$ cat config.mk
export PLATFORM = sky130hd
export DESIGN_NAME = chord_song_reader
export DESIGN_NICKNAME = d
export VERILOG_FILES = /design/src/rtl/song_pkg.sv /design/src/rtl/rest_timer.sv /design/src/rtl/chord_song_reader.sv
export SDC_FILE = /design/constraint.sdc
export NUM_CORES = 1
export LEC_CHECK = 0
export BUFFER_PORTS_ARGS = -buffer_cell sky130_fd_sc_hd__buf_2
export CORE_MARGIN = 2
export CORE_UTILIZATION = 47
export CTS_CLUSTER_DIAMETER = 30
export DETAILED_ROUTE_END_ITERATION = 10
export HOLD_SLACK_MARGIN = 0.1
export MAX_ROUTING_LAYER = met4
export PLACE_DENSITY = 0.8
export SLEW_MARGIN = 0
export SYNTH_ARGS = -nofsm -noshare
export SYNTH_HDL_FRONTEND = slang
export SYNTH_SLANG_ARGS = --single-unit
$ cat constraint.sdc
create_clock -name clk -period 1.9 [get_ports clk]
set_input_delay 0.38 -clock clk [delete_from_list [all_inputs] [get_ports clk]]
set_output_delay 0.38 -clock clk [all_outputs]
set_load 0.02 [all_outputs]
$ cat src/rtl/song_pkg.sv
// Shared widths, ROM word layout and FSM encoding for the chord song reader.
// Pure declarations; no latency, no flow control.
// Imported by chord_song_reader and rest_timer.
package song_pkg;

    localparam int SONG_W  = 2;
    localparam int INDEX_W = 5;
    localparam int NOTE_W  = 6;
    localparam int DUR_W   = 6;
    localparam int ADDR_W  = SONG_W + INDEX_W;
    localparam int WORD_W  = 16;

    localparam int WAIT_BIT = 15;
    localparam int NOTE_MSB = 14;
    localparam int NOTE_LSB = 9;
    localparam int DUR_MSB  = 8;
    localparam int DUR_LSB  = 3;

    // Bits [NOTE_MSB:DUR_LSB] all zero with is_wait clear terminates a song.
    localparam logic [NOTE_MSB-DUR_LSB:0] END_MARKER = '0;

    typedef enum logic [2:0] {
        ST_IDLE,
        ST_FETCH,
        ST_DECODE,
        ST_ISSUE,
        ST_REST,
        ST_DONE
    } state_t;

endpackage

$ cat src/rtl/rest_timer.sv
// Beat-counted rest down-counter with load, clear and terminal-count pulse.
// Latency: tc is combinational on the beat that moves the count from 1 to 0.
// Backpressure: none; counts only while beat_en is high, holds otherwise.
module rest_timer
    import song_pkg::*;
(
    input  logic             clk,
    input  logic             reset,
    input  logic             clear,
    input  logic             load,
    input  logic [DUR_W-1:0] load_val,
    input  logic             beat_en,
    output logic             tc
);

    logic [DUR_W-1:0] rest_cnt;

    always_ff @(posedge clk) begin
        if (reset || clear) begin
            rest_cnt <= '0;
        end else if (load) begin
            rest_cnt <= load_val;
        end else if (beat_en && rest_cnt != '0) begin
            rest_cnt <= rest_cnt - DUR_W'(1);
        end
    end

    assign tc = beat_en && (rest_cnt == DUR_W'(1));

endmodule

$ cat src/rtl/chord_song_reader.sv
// Walks one song ROM entry by entry, issuing notes, beat-counted rests and end-of-song.
// Latency: new_song at t -> FETCH t+1 -> DECODE t+2 -> earliest load_new_note at t+3.
// Backpressure: ISSUE stalls until voice_free; play_enable=0 freezes all progress.
module chord_song_reader
    import song_pkg::*;
(
    input  logic              clk,
    input  logic              reset,
    input  logic              play_enable,
    input  logic              new_song,
    input  logic [SONG_W-1:0] song,
    input  logic              beat,
    input  logic              voice_free,
    output logic [ADDR_W-1:0] rom_addr,
    input  logic [WORD_W-1:0] rom_data,
    output logic [NOTE_W-1:0] note_to_load,
    output logic [DUR_W-1:0]  duration,
    output logic              load_new_note,
    output logic              activate,
    output logic              song_done
);

    state_t                       state, next_state;
    logic [INDEX_W-1:0]           index;
    logic [SONG_W-1:0]            song_reg;
    logic [NOTE_W+DUR_W-1:0]      word_reg;
    logic                         done_q;

    logic                         idx_adv;
    logic                         word_load;
    logic                         rest_load;
    logic                         load_pulse;
    logic                         rest_tc;
    logic                         last_idx;
    logic                         rom_is_wait;
    logic [DUR_W-1:0]             rom_dur;
    logic                         unused_rom_bits;

    assign rom_is_wait     = rom_data[WAIT_BIT];
    assign rom_dur         = rom_data[DUR_MSB:DUR_LSB];
    assign last_idx        = (index == '1);
    assign unused_rom_bits = ^rom_data[DUR_LSB-1:0];

    always_comb begin
        next_state = state;
        idx_adv    = 1'b0;
        word_load  = 1'b0;
        rest_load  = 1'b0;
        load_pulse = 1'b0;
        if (new_song) begin
            next_state = ST_FETCH;
        end else if (play_enable) begin
            case (state)
                ST_FETCH: next_state = ST_DECODE;
                ST_DECODE: begin
                    word_load = 1'b1;
                    if (!rom_is_wait && rom_data[NOTE_MSB:DUR_LSB] == END_MARKER) begin
                        next_state = ST_DONE;
                    end else if (rom_is_wait && rom_dur == '0) begin
                        idx_adv    = 1'b1;
                        next_state = last_idx ? ST_DONE : ST_FETCH;
                    end else if (rom_is_wait) begin
                        rest_load  = 1'b1;
                        next_state = ST_REST;
                    end else begin
                        next_state = ST_ISSUE;
                    end
                end
                ST_ISSUE: begin
                    if (voice_free) begin
                        load_pulse = 1'b1;
                        idx_adv    = 1'b1;
                        next_state = last_idx ? ST_DONE : ST_FETCH;
                    end
                end
                ST_REST: begin
                    if (rest_tc) begin
                        idx_adv    = 1'b1;
                        next_state = last_idx ? ST_DONE : ST_FETCH;
                    end
                end
                default: next_state = state;
            endcase
        end
    end

    always_ff @(posedge clk) begin
        if (reset) begin
            state    <= ST_IDLE;
            index    <= '0;
            song_reg <= '0;
            word_reg <= '0;
            done_q   <= 1'b0;
        end else begin
            state  <= next_state;
            done_q <= (next_state == ST_DONE) && (state != ST_DONE);
            if (new_song) begin
                song_reg <= song;
                index    <= '0;
            end else if (idx_adv && !last_idx) begin
                index <= index + INDEX_W'(1);
            end
            if (word_load) begin
                word_reg <= rom_data[NOTE_MSB:DUR_LSB];
            end
        end
    end

    // A restart discards any rest in progress; no beat may count in that cycle.
    rest_timer u_rest_timer (
        .clk      (clk),
        .reset    (reset),
        .clear    (new_song),
        .load     (rest_load),
        .load_val (rom_dur),
        .beat_en  (beat && play_enable && !new_song && state == ST_REST),
        .tc       (rest_tc)
    );

    assign rom_addr      = {song_reg, index};
    assign load_new_note = load_pulse;
    assign note_to_load  = load_pulse ? word_reg[NOTE_W+DUR_W-1:DUR_W] : '0;
    assign duration      = load_pulse ? word_reg[DUR_W-1:0] : '0;
    assign activate      = play_enable && (state != ST_IDLE);
    assign song_done     = done_q && play_enable;

endmodule
==> results of run 1 <==
critical path, stage by stage (launching register included):
cell and delay (ps):
dfxtp_4 360, ha_4 150, and3_4 180, ha_4 160, or3_4 340, o22ai_4 280
mux2i_1 230, nor2_1 60
through the flow:
step	power (mW)	area (µm²)	setup TNS, ps	hold slack [ps]	utilization, %
finish	1.31	2280	0	300	67.8
global placement	0.786	2110	-779	438	62.8
CTS	1.32	2250	0	293	66.9
floorplan	0.718	1690	0	432	-
global route	1.37	2280	-149	302	67.8
detailed placement	0.790	2110	-1030	443	62.8
worst max-delay path by stage:
| stage | slack [ps] | endpoint |
|---|---|---|
| finish | 40 | index[4] |
| global route | -20 | note_to_load[5] |
| CTS | 6 | note_to_load[5] |
| detailed placement | -200 | index[2] |
| global placement | -160 | index[2] |
| floorplan | 2 | duration[0] |
kinds of logic after synthesis:
family	after synthesis	share of synthesized area [%]
buf+inv	17	3.92
compound gates	46	19.0
flops	29	35.0
simple gates	100	32.0
xor+xnor	4	2.11
mux	7	4.30
fa+ha+maj	5	3.77
final cells by class:
type                    count  area (µm²)
repair buffers             71         430
clock buffers               7        55.1
clock inverters             1        30.0
multi-input cells         162        1090
fillers                   315        1080
inverters                   6        22.5
flip-flops and latches     29         593
well taps                  46        57.6
power by group through the flow:
stage	clock, mW	combinational (mW)	sequential [mW]
2_1_floorplan	0	0.0836	0.634
3_3_place_gp	0	0.151	0.635
3_5_place_dp	0	0.155	0.635
4_1_cts	0.537	0.158	0.621
5_1_grt	0.571	0.178	0.623
6_report	0.531	0.161	0.621
cell usage in the layout (no fill, tap or decap), types with 3 or more instances in the layout:
master / count
buf_2: 41
nand2_1: 29
nor2_1: 18
nand2b_1: 3
mux2i_1: 6
inv_1: 6
ha_1: 3
and2_1: 14
buf_4: 30
dfxtp_1: 23
dfxtp_2: 4
o21ai_0: 4
clkbuf_4: 5
xnor2_1: 3
a21oi_1: 19
nand4_1: 3
nor2b_1: 5
o21a_1: 3
nor4_1: 3
nor3_1: 4
repair_timing:
item / 4_1_cts / 5_1_grt
gates resized for setup: 12 / 6
pin swaps: 3 / 0
hold buffers: 0 / 0
gates cloned: 1 / 0
setup buffers: 0 / 2
endpoints found under the setup margin: 17 / 18
metal layers:
layer	part of all wire, %	global-route usage, %	vias to the layer above
met2	52	41.7	24
li1	-	-	874
met5	0	-	-
met4	1.2	8.15	0
met1	44	27.5	806
met3	2.6	4.82	7
==> results by group, run 1 <==
Finish
  • Post-Layout Cell Count: 322
  • Max reg flops: 12
  • N_diodes: 0
  • P&R area growth vs syn: 37.3%
  • Final nets: 304
  • Layout cell share with drive strength beyond 1: 37.3%

Min path
  • Hold Crit Depth: 3
  • HP Start: rom_data[13]
  • Worst Hold Class: input port to flop
  • Worst Hold End: word_reg[10]

Die
  • Core Area: 0.00336 mm²
  • Die Wd: 63.4 µm
  • Rows: 21
  • Die footprint: 0.00402 mm²
  • # IOs: 46
  • Initial Util: 49.4%
  • Die Span Y: 63.4 µm

CTS
  • # clock sinks: 29
  • CTS buffer count: 5
  • Worst skew pair latency: 330 ps
  • Clk slew on worst S/H paths: 100 ps
  • CTS tree: done
  • CTS root buf: clkbuf_4
  • Clock Path Buffers: 2
  • CTS H-tree depth: 2

Synth
  • Library cells used by synthesis: 46
  • Syn nets: 237
  • Seq cells post-synth: 29
  • Area contributors post-synth: dfxtp_1 (35%), nand2_1 (6.8%), a21oi_1 (6.0%), and2_1 (5.3%), nor2_1 (4.1%)
  • Avg Cell Area, Syn: 7.98 µm²
  • Sequential fraction of the synthesis area: 35.0%
  • Post-synth EDFFs: 0
  • Synth Instances: 208
  • Share of the synthesized area in the top cell type: 35.0%
  • Ys flop type: dfxtp_1
  • Cell Area, Synth: 0.00166 mm²
  • Total number of yosys warnings: 0
  • Post-synth ARST share: 0%
  • Post-synth top cells: nand2_1 (30), dfxtp_1 (29), a21oi_1 (20), nor2_1 (18), and2_1 (14)
  • Most common cell in the netlist: nand2_1
  • Yosys top cell by area: dfxtp_1

Worst setup path
  • R2R setup slack: 40 ps
  • CP Launch Type: flop
  • Critical Path Sink Type: flop
  • Worst R2R Path Depth: 7
  • Required time of the critical path: 2130 ps
  • Worst Path Max Fanout: 6
  • Worst flop-to-flop path endpoint: index[4]
  • Crit path DAT: 2090 ps
  • Worst Setup SP: index[0]
  • Worst Setup Path Type: flop to flop
  • FF-to-FF Start: index[0]

Pwr
  • P per Cell Area: 576 mW/mm²
  • Switching Power: 0.313 mW
  • Leak pwr: 0.977 nW
  • Comb pwr share: 12.3%
  • Clock group share of total power: 40.4%
  • Register share of total power: 47.3%
  • Int Power: 1.00 mW
  • Sw frac: 23.8%
  • Max IR drop VDD: 0.000484 V

Run status
  • Status: complete, no violations

Timing
  • Crit share post-route: 98.0%
  • Unrepaired setup endpoints after global routing: true
  • Final setup viols: 0
  • F_max: 537 MHz
  • Min Tclk post-route: 1860 ps
  • Clk_skew: 8.85 ps
  • Final hold vios: 0
  • Post-route setup slack: 37.6 ps
  • Pins Over Slew Limit: 0
  • Slew HR: 69.8%
  • Slew @ Worst Pin: 449 ps

Placed design
  • Post-place setup slack: -202 ps
  • Routability cong.: 0.937
  • Detail Placement HPWL: 3.22 mm
  • Placed cell count: 311
  • PortBufs: 42

Route
  • Vias per inst: 5.31
  • Drt drc: 0
  • Avg WL per Cell: 13.2 µm
  • DRT antenna net count: 0
  • Via count: 1711
  • Detailed Routing Iterations Pass 1: 4
  • WL final: 4.26 mm
  • DR iter-0 viols: 74

GRT
  • Initial antenna violation count: 0
  • GRT Total Usage: 24.0%
  • Largest net degree at the start of global routing: 20
  • First-pass GRT wire length: 7.42 mm
  • Grt ovf: 0
  • Number of global-route vias before repair: 1684

Flow run
  • MaxCap Viol Count: 0
Power figures use the tool's default switching activity.
==> run 2: changes to the inputs <==
CTS_CLUSTER_SIZE = 24   (was not set)
PLACE_DENSITY = 0.85   (was 0.8)
SKIP_LAST_GASP = 1   (was not set)
==> results by group, run 2 (synthesized netlist as in run 1, its figures left out) <==
Run status
  • Status: finished with violations
  • Failing checks: setup timing

Die
  • # IOs: 46 (unchanged)
  • Die Wd: 63.4 µm (unchanged)
  • Core Area: 0.00336 mm² (unchanged)
  • Rows: 21 (unchanged)
  • Die Span Y: 63.4 µm (unchanged)
  • Die footprint: 0.00402 mm² (unchanged)
  • Initial Util: 49.4% (unchanged)

Finish
  • Post-Route Utilization: 70.7% (+2.9 points)
  • Final nets: 306 (+0.66%)
  • Max reg flops: 12 (unchanged)
  • N_diodes: 0 (unchanged)
  • Layout cell share with drive strength beyond 1: 42.4% (+5.1 points)
  • Leading cell types in the layout, fill and taps excluded: buf_2 (30), buf_4 (30), nand2_1 (29), dfxtp_1 (22), a21oi_1 (20)
  • P&R area growth vs syn: 43.2%

GRT
  • Met2 Use GR: 45.5% (+3.8 points)
  • Grt ovf: 0 (unchanged)
  • Global Route met3 Usage: 5.71% (+0.89 points)
  • Number of global-route vias before repair: 1782 (+5.8%)
  • Largest net degree at the start of global routing: 20 (unchanged)
  • First-pass GRT wire length: 7.99 mm (+7.7%)
  • Gr busiest metal: met2
  • GR Util met1: 27.7% (+0.22 points)
  • Initial antenna violation count: 0 (unchanged)
  • GRT Total Usage: 26.0% (+2.0 points)

Placed design
  • PortBufs: 42 (unchanged)
  • Detail Placement HPWL: 3.27 mm (+1.6%)
  • Post-place setup slack: -183 ps (+19.1 ps)
  • Routability cong.: 0.903 (-3.6%)

Route
  • Drt drc: 0 (unchanged)
  • Vias per inst: 5.60 (+5.4%)
  • Detailed Routing Iterations Pass 1: 4 (unchanged)
  • DR iter-0 viols: 121 (+64%)
  • DRT antenna net count: 0 (unchanged)
  • Avg WL per Cell: 15.0 µm (+13%)
  • WL final: 4.86 mm (+14%)
  • Via count: 1814 (+6.0%)

CTS
  • CTS tree: done
  • CTS buffer count: 5 (unchanged)
  • Clock Path Buffers: 2 (unchanged)
  • CTS H-tree depth: 2 (unchanged)
  • Worst skew pair latency: 340 ps (about the same)
  • Clk slew on worst S/H paths: 100 ps (about the same)
  • CTS root buf: clkbuf_4
  • # clock sinks: 29 (unchanged)

Timing
  • F_max: 526 MHz (-2.1%)
  • Unrepaired setup endpoints after global routing: true
  • Final setup viols: 1 (+1)
  • Crit share post-route: 100% (+2.1 points)
  • Min Tclk post-route: 1900 ps (+39.3 ps)
  • Post-route setup slack: -1.67 ps (-39.3 ps)
  • Slew HR: 67.5% (-2.3 points)
  • Setup_tns: -1.67 ps (-1.67 ps)
  • Final hold vios: 0 (unchanged)
  • Pins Over Slew Limit: 0 (unchanged)
  • Slew @ Worst Pin: 483 ps (+34.4 ps)
  • Clk_skew: 4.89 ps (-3.96 ps)

Min path
  • Worst Hold Class: input port to flop
  • HP Start: song[0]

Worst setup path
  • Critical path's slowest cell: dfxtp_2
  • Worst-path cell chain: buf_4 > or3b_1 > a211o_1 > o22ai_4 > nand4_2 > mux2i_1
  • CP delay by family, top: compound AO/OA/AOI/OAI gates
  • Critical Path Sink Type: flop
  • Worst Setup SP: state[2]
  • FF-to-FF Start: state[2]
  • Worst Path Max Fanout: 6 (unchanged)
  • Crit path DAT: 2140 ps (+50 ps)
  • R2R setup slack: -2 ps (-40 ps)
  • CP Launch Type: flop
  • Required time of the critical path: 2140 ps (about the same)
  • Worst Path Buf+Inv: 1 (+1)
  • Slowest stage delay, CP: 380 ps (+20 ps)
  • Worst Setup Path Type: flop to flop

Pwr
  • Max IR drop VDD: 0.000473 V (-2.3%)
  • P per Cell Area: 489 mW/mm² (-15%)
  • Leak pwr: 1.01 nW (+2.9%)
  • Total power: 1.16 mW (-11%)

Flow run
  • MaxCap Viol Count: 0 (unchanged)
## run 2: final timing paths
| kind | endpoint | depth (start not counted) |
|---|---|---|
| worst max-delay path | index[3] | 6 |
| worst min-delay path | song_reg[0] | 3 |
| worst max register to register | index[3] | 6 |
| worst min register to register | word_reg[5] | 2 |
## run 2: worst min-delay path, stage by stage
cell	delay, ps
buf_2	70
mux2i_1	50
nor2_1	70
## run 2: per-layer routing
metal	routed length [µm]	up-vias	part of all wire, %
met1	1890	840	39
met2	2510	84	52
met3	308	15	6.3
li1	-	875	-
met4	148	0	3.0
met5	0	-	0
## run 2: area by class of cell
type / count / area (µm²)
well taps: 46 / 57.6
fillers: 282 / 986
multi-input cells: 162 / 1120
flip-flops and latches: 29 / 597
inverters: 6 / 22.5
repair buffers: 73 / 522
clock inverters: 3 / 17.5
clock buffers: 5 / 37.5
## run 2: through the flow
step	std cells	hold slack (ps)	instance area [µm²]
2_1_floorplan	208	432	1690
3_3_place_gp	311	437	2110
3_5_place_dp	311	443	2110
6_report	324	265	2380
5_1_grt	324	275	2380
4_1_cts	321	262	2320
## run 2: where the power goes
group | internal (mW) | switching (mW) | total (mW)
Clock | 0.139 | 0.237 | 0.376
Combinational | 0.0738 | 0.0920 | 0.166
Sequential | 0.612 | 0.00930 | 0.622
## run 2: timing repair
item / 4_1_cts / 5_1_grt
hold buffers: 0 / 0
pin swaps: 12 / 2
setup buffers: 2 / 3
setup endpoints to repair: 19 / 18
resized for setup: 42 / 14
cloned: 1 / 0
==> run 3: changes to the inputs <==
PLACE_DENSITY = not set   (was 0.85)
PLACE_DENSITY_LB_ADDON = 0.08   (was not set)
==> results by group, run 3 (synthesized netlist as in run 1, its figures left out) <==
Worst setup path
  • Worst R2R Path Depth: 7 (+1)
  • FF-to-FF Start: index[0]
  • Worst flop-to-flop path endpoint: index[4]
  • Worst Path Max Fanout: 6 (unchanged)
  • CP Launch Type: flop
  • Required time of the critical path: 2130 ps (about the same)
  • Critical Path Sink Type: flop
  • R2R setup slack: 10 ps (about the same)
  • Crit path DAT: 2120 ps (-20 ps)
  • Worst Setup Path Type: flop to flop

Timing
  • Min Tclk post-route: 1890 ps (-13.1 ps)
  • Final setup viols: 0 (-1)
  • F_max: 530 MHz (+0.69%)
  • Slew @ Worst Pin: 417 ps (-66.6 ps)
  • Unrepaired setup endpoints after global routing: true
  • Setup_tns: 0 ps (+1.67 ps)
  • Clk_skew: 7.97 ps (+3.08 ps)
  • Pins Over Slew Limit: 0 (unchanged)
  • Post-route setup slack: 11.4 ps (+13.1 ps)
  • Slew HR: 72.2% (+4.7 points)
  • Final hold vios: 0 (unchanged)
  • Crit share post-route: 99.4% (-0.69 points)

Min path
  • Worst Hold Class: input port to flop
  • Hold Crit Depth: 3 (unchanged)
  • Worst Hold End: song_reg[1]
  • HP Start: song[1]

Die
  • Core Area: 0.00336 mm² (unchanged)
  • # IOs: 46 (unchanged)
  • Die footprint: 0.00402 mm² (unchanged)
  • Initial Util: 49.4% (unchanged)
  • Die Span Y: 63.4 µm (unchanged)
  • Die Wd: 63.4 µm (unchanged)
  • Rows: 21 (unchanged)

Placed design
  • Detail Placement HPWL: 3.11 mm (-4.7%)
  • Routability cong.: 0.863 (-4.5%)
  • PortBufs: 42 (unchanged)
  • Post-place setup slack: -170 ps (+12.4 ps)

CTS
  • # clock sinks: 29 (unchanged)
  • Worst skew pair latency: 340 ps (about the same)
  • CTS buffer count: 5 (unchanged)
  • CTS tree: done
  • CTS root buf: clkbuf_4
  • CTS H-tree depth: 2 (unchanged)
  • Clock Path Buffers: 2 (unchanged)
  • Hold-fix buffers, CTS: 0 (unchanged)
  • Clk slew on worst S/H paths: 100 ps (about the same)

Finish
  • Multi-input gate area: 0.00113 mm² (+0.78%)
  • Max reg flops: 12 (unchanged)
  • Layout cell share with drive strength beyond 1: 43.5% (+1.0 points)
  • P&R area growth vs syn: 47.4%
  • Register Area: 597 µm² (unchanged)
  • Most common cell after layout, fill and taps aside: buf_4
  • N_diodes: 0 (unchanged)
  • Leading cell types in the layout, fill and taps excluded: buf_4 (36), buf_2 (31), nand2_1 (29), dfxtp_1 (22), a21oi_1 (20)
  • Fill cells: 305 (+8.2%)
  • Final nets: 311 (+1.6%)

Flow run
  • MaxCap Viol Count: 0 (unchanged)

Route
  • Avg WL per Cell: 14.0 µm (-6.6%)
  • Drt drc: 0 (unchanged)
  • DR iter-0 viols: 196 (+62%)
  • Vias per inst: 5.32 (-5.0%)
  • Detailed Routing Iterations Pass 1: 4 (unchanged)
  • DRT antenna net count: 0 (unchanged)
  • Via count: 1749 (-3.6%)
  • WL final: 4.61 mm (-5.2%)

Pwr
  • P per Cell Area: 547 mW/mm² (+12%)
  • Leak pwr: 1.03 nW (+2.7%)
  • Max IR drop VDD: 0.000605 V (+28%)

GRT
  • Grt ovf: 0 (unchanged)
  • GRT Total Usage: 24.9% (-1.2 points)
  • First-pass GRT wire length: 7.69 mm (-3.8%)
  • Number of global-route vias before repair: 1705 (-4.3%)
  • Largest net degree at the start of global routing: 14 (-30%)
  • Initial antenna violation count: 0 (unchanged)

Run status
  • Status: complete, no violations
run 3: cell types whose count changed in the layout (fill, tap and decap cells not counted), moves of 2 or more:
| cell | delta |
|---|---|
| and2_1 | +2 |
| and2_4 | -2 |
| buf_4 | +6 |
| buf_6 | -2 |
| clkinv_2 | -2 |
run 3: through the flow:
stage | instances | util (%) | hold WS, ps | area [µm²] | total power [mW]
floorplan | 208 | - | 432 | 1690 | 0.718
global placement | 313 | 63.3 | 439 | 2130 | 0.790
detailed placement | 313 | 63.3 | 442 | 2130 | 0.790
CTS | 322 | 67.4 | 268 | 2270 | 1.34
global route | 329 | 72.8 | 269 | 2450 | 1.39
finish | 329 | 72.8 | 269 | 2450 | 1.34
run 3: worst max path at each step:
stage / slack (ps) / endpoint / start / depth (start not counted)
3_3_place_gp: -150 / index[2] / rom_data[3] / 6
5_1_grt: -70 / index[1] / index[0] / 7
3_5_place_dp: -170 / index[4] / rom_data[3] / 6
2_1_floorplan: 2 / duration[0] / state[0] / 5
4_1_cts: -3 / note_to_load[0] / state[2] / 5
6_report: 10 / index[4] / index[0] / 7
run 3: cell type report:
class	count	area share [%]
Sequential cell	29	24.4
Clock inverter	2	1.53
Multi-Input combinational cell	162	46.3
Timing Repair Buffer	78	22.4
Clock buffer	6	2.10
Tap cell	46	2.35
Inverter	6	0.920
run 3: where the power goes:
| group | switching, mW | internal [mW] | leakage [nW] |
|---|---|---|---|
| logic | 0.0925 | 0.0794 | 0.750 |
| registers | 0.00758 | 0.612 | 0.239 |
| clock network | 0.235 | 0.313 | 0.0445 |
| total | 0.335 | 1.00 | 1.03 |
run 3: critical path, cell delays in order (launching register included):
cell,delay [ps]
dfxtp_4,360
ha_4,160
and3_4,180
ha_4,170
or3_4,340
o22ai_4,280
mux2i_1,230
nor2_1,60
run 3: repair_timing:
item | CTS | global route
resized for setup | 13 | 41
endpoints found under the setup margin | 18 | 20
pin swaps | 3 | 10
buffers inserted | 0 | 7
gates cloned | 1 | 0
run 3: per-layer routing:
metal  share of wire, %  GRT usage, %  routed length (µm)
met1                 48          32.9                2190
met2                 47          37.1                2160
met3                4.2          6.07                 195
met4                1.3          8.70                  61
met5                  0             -                   0
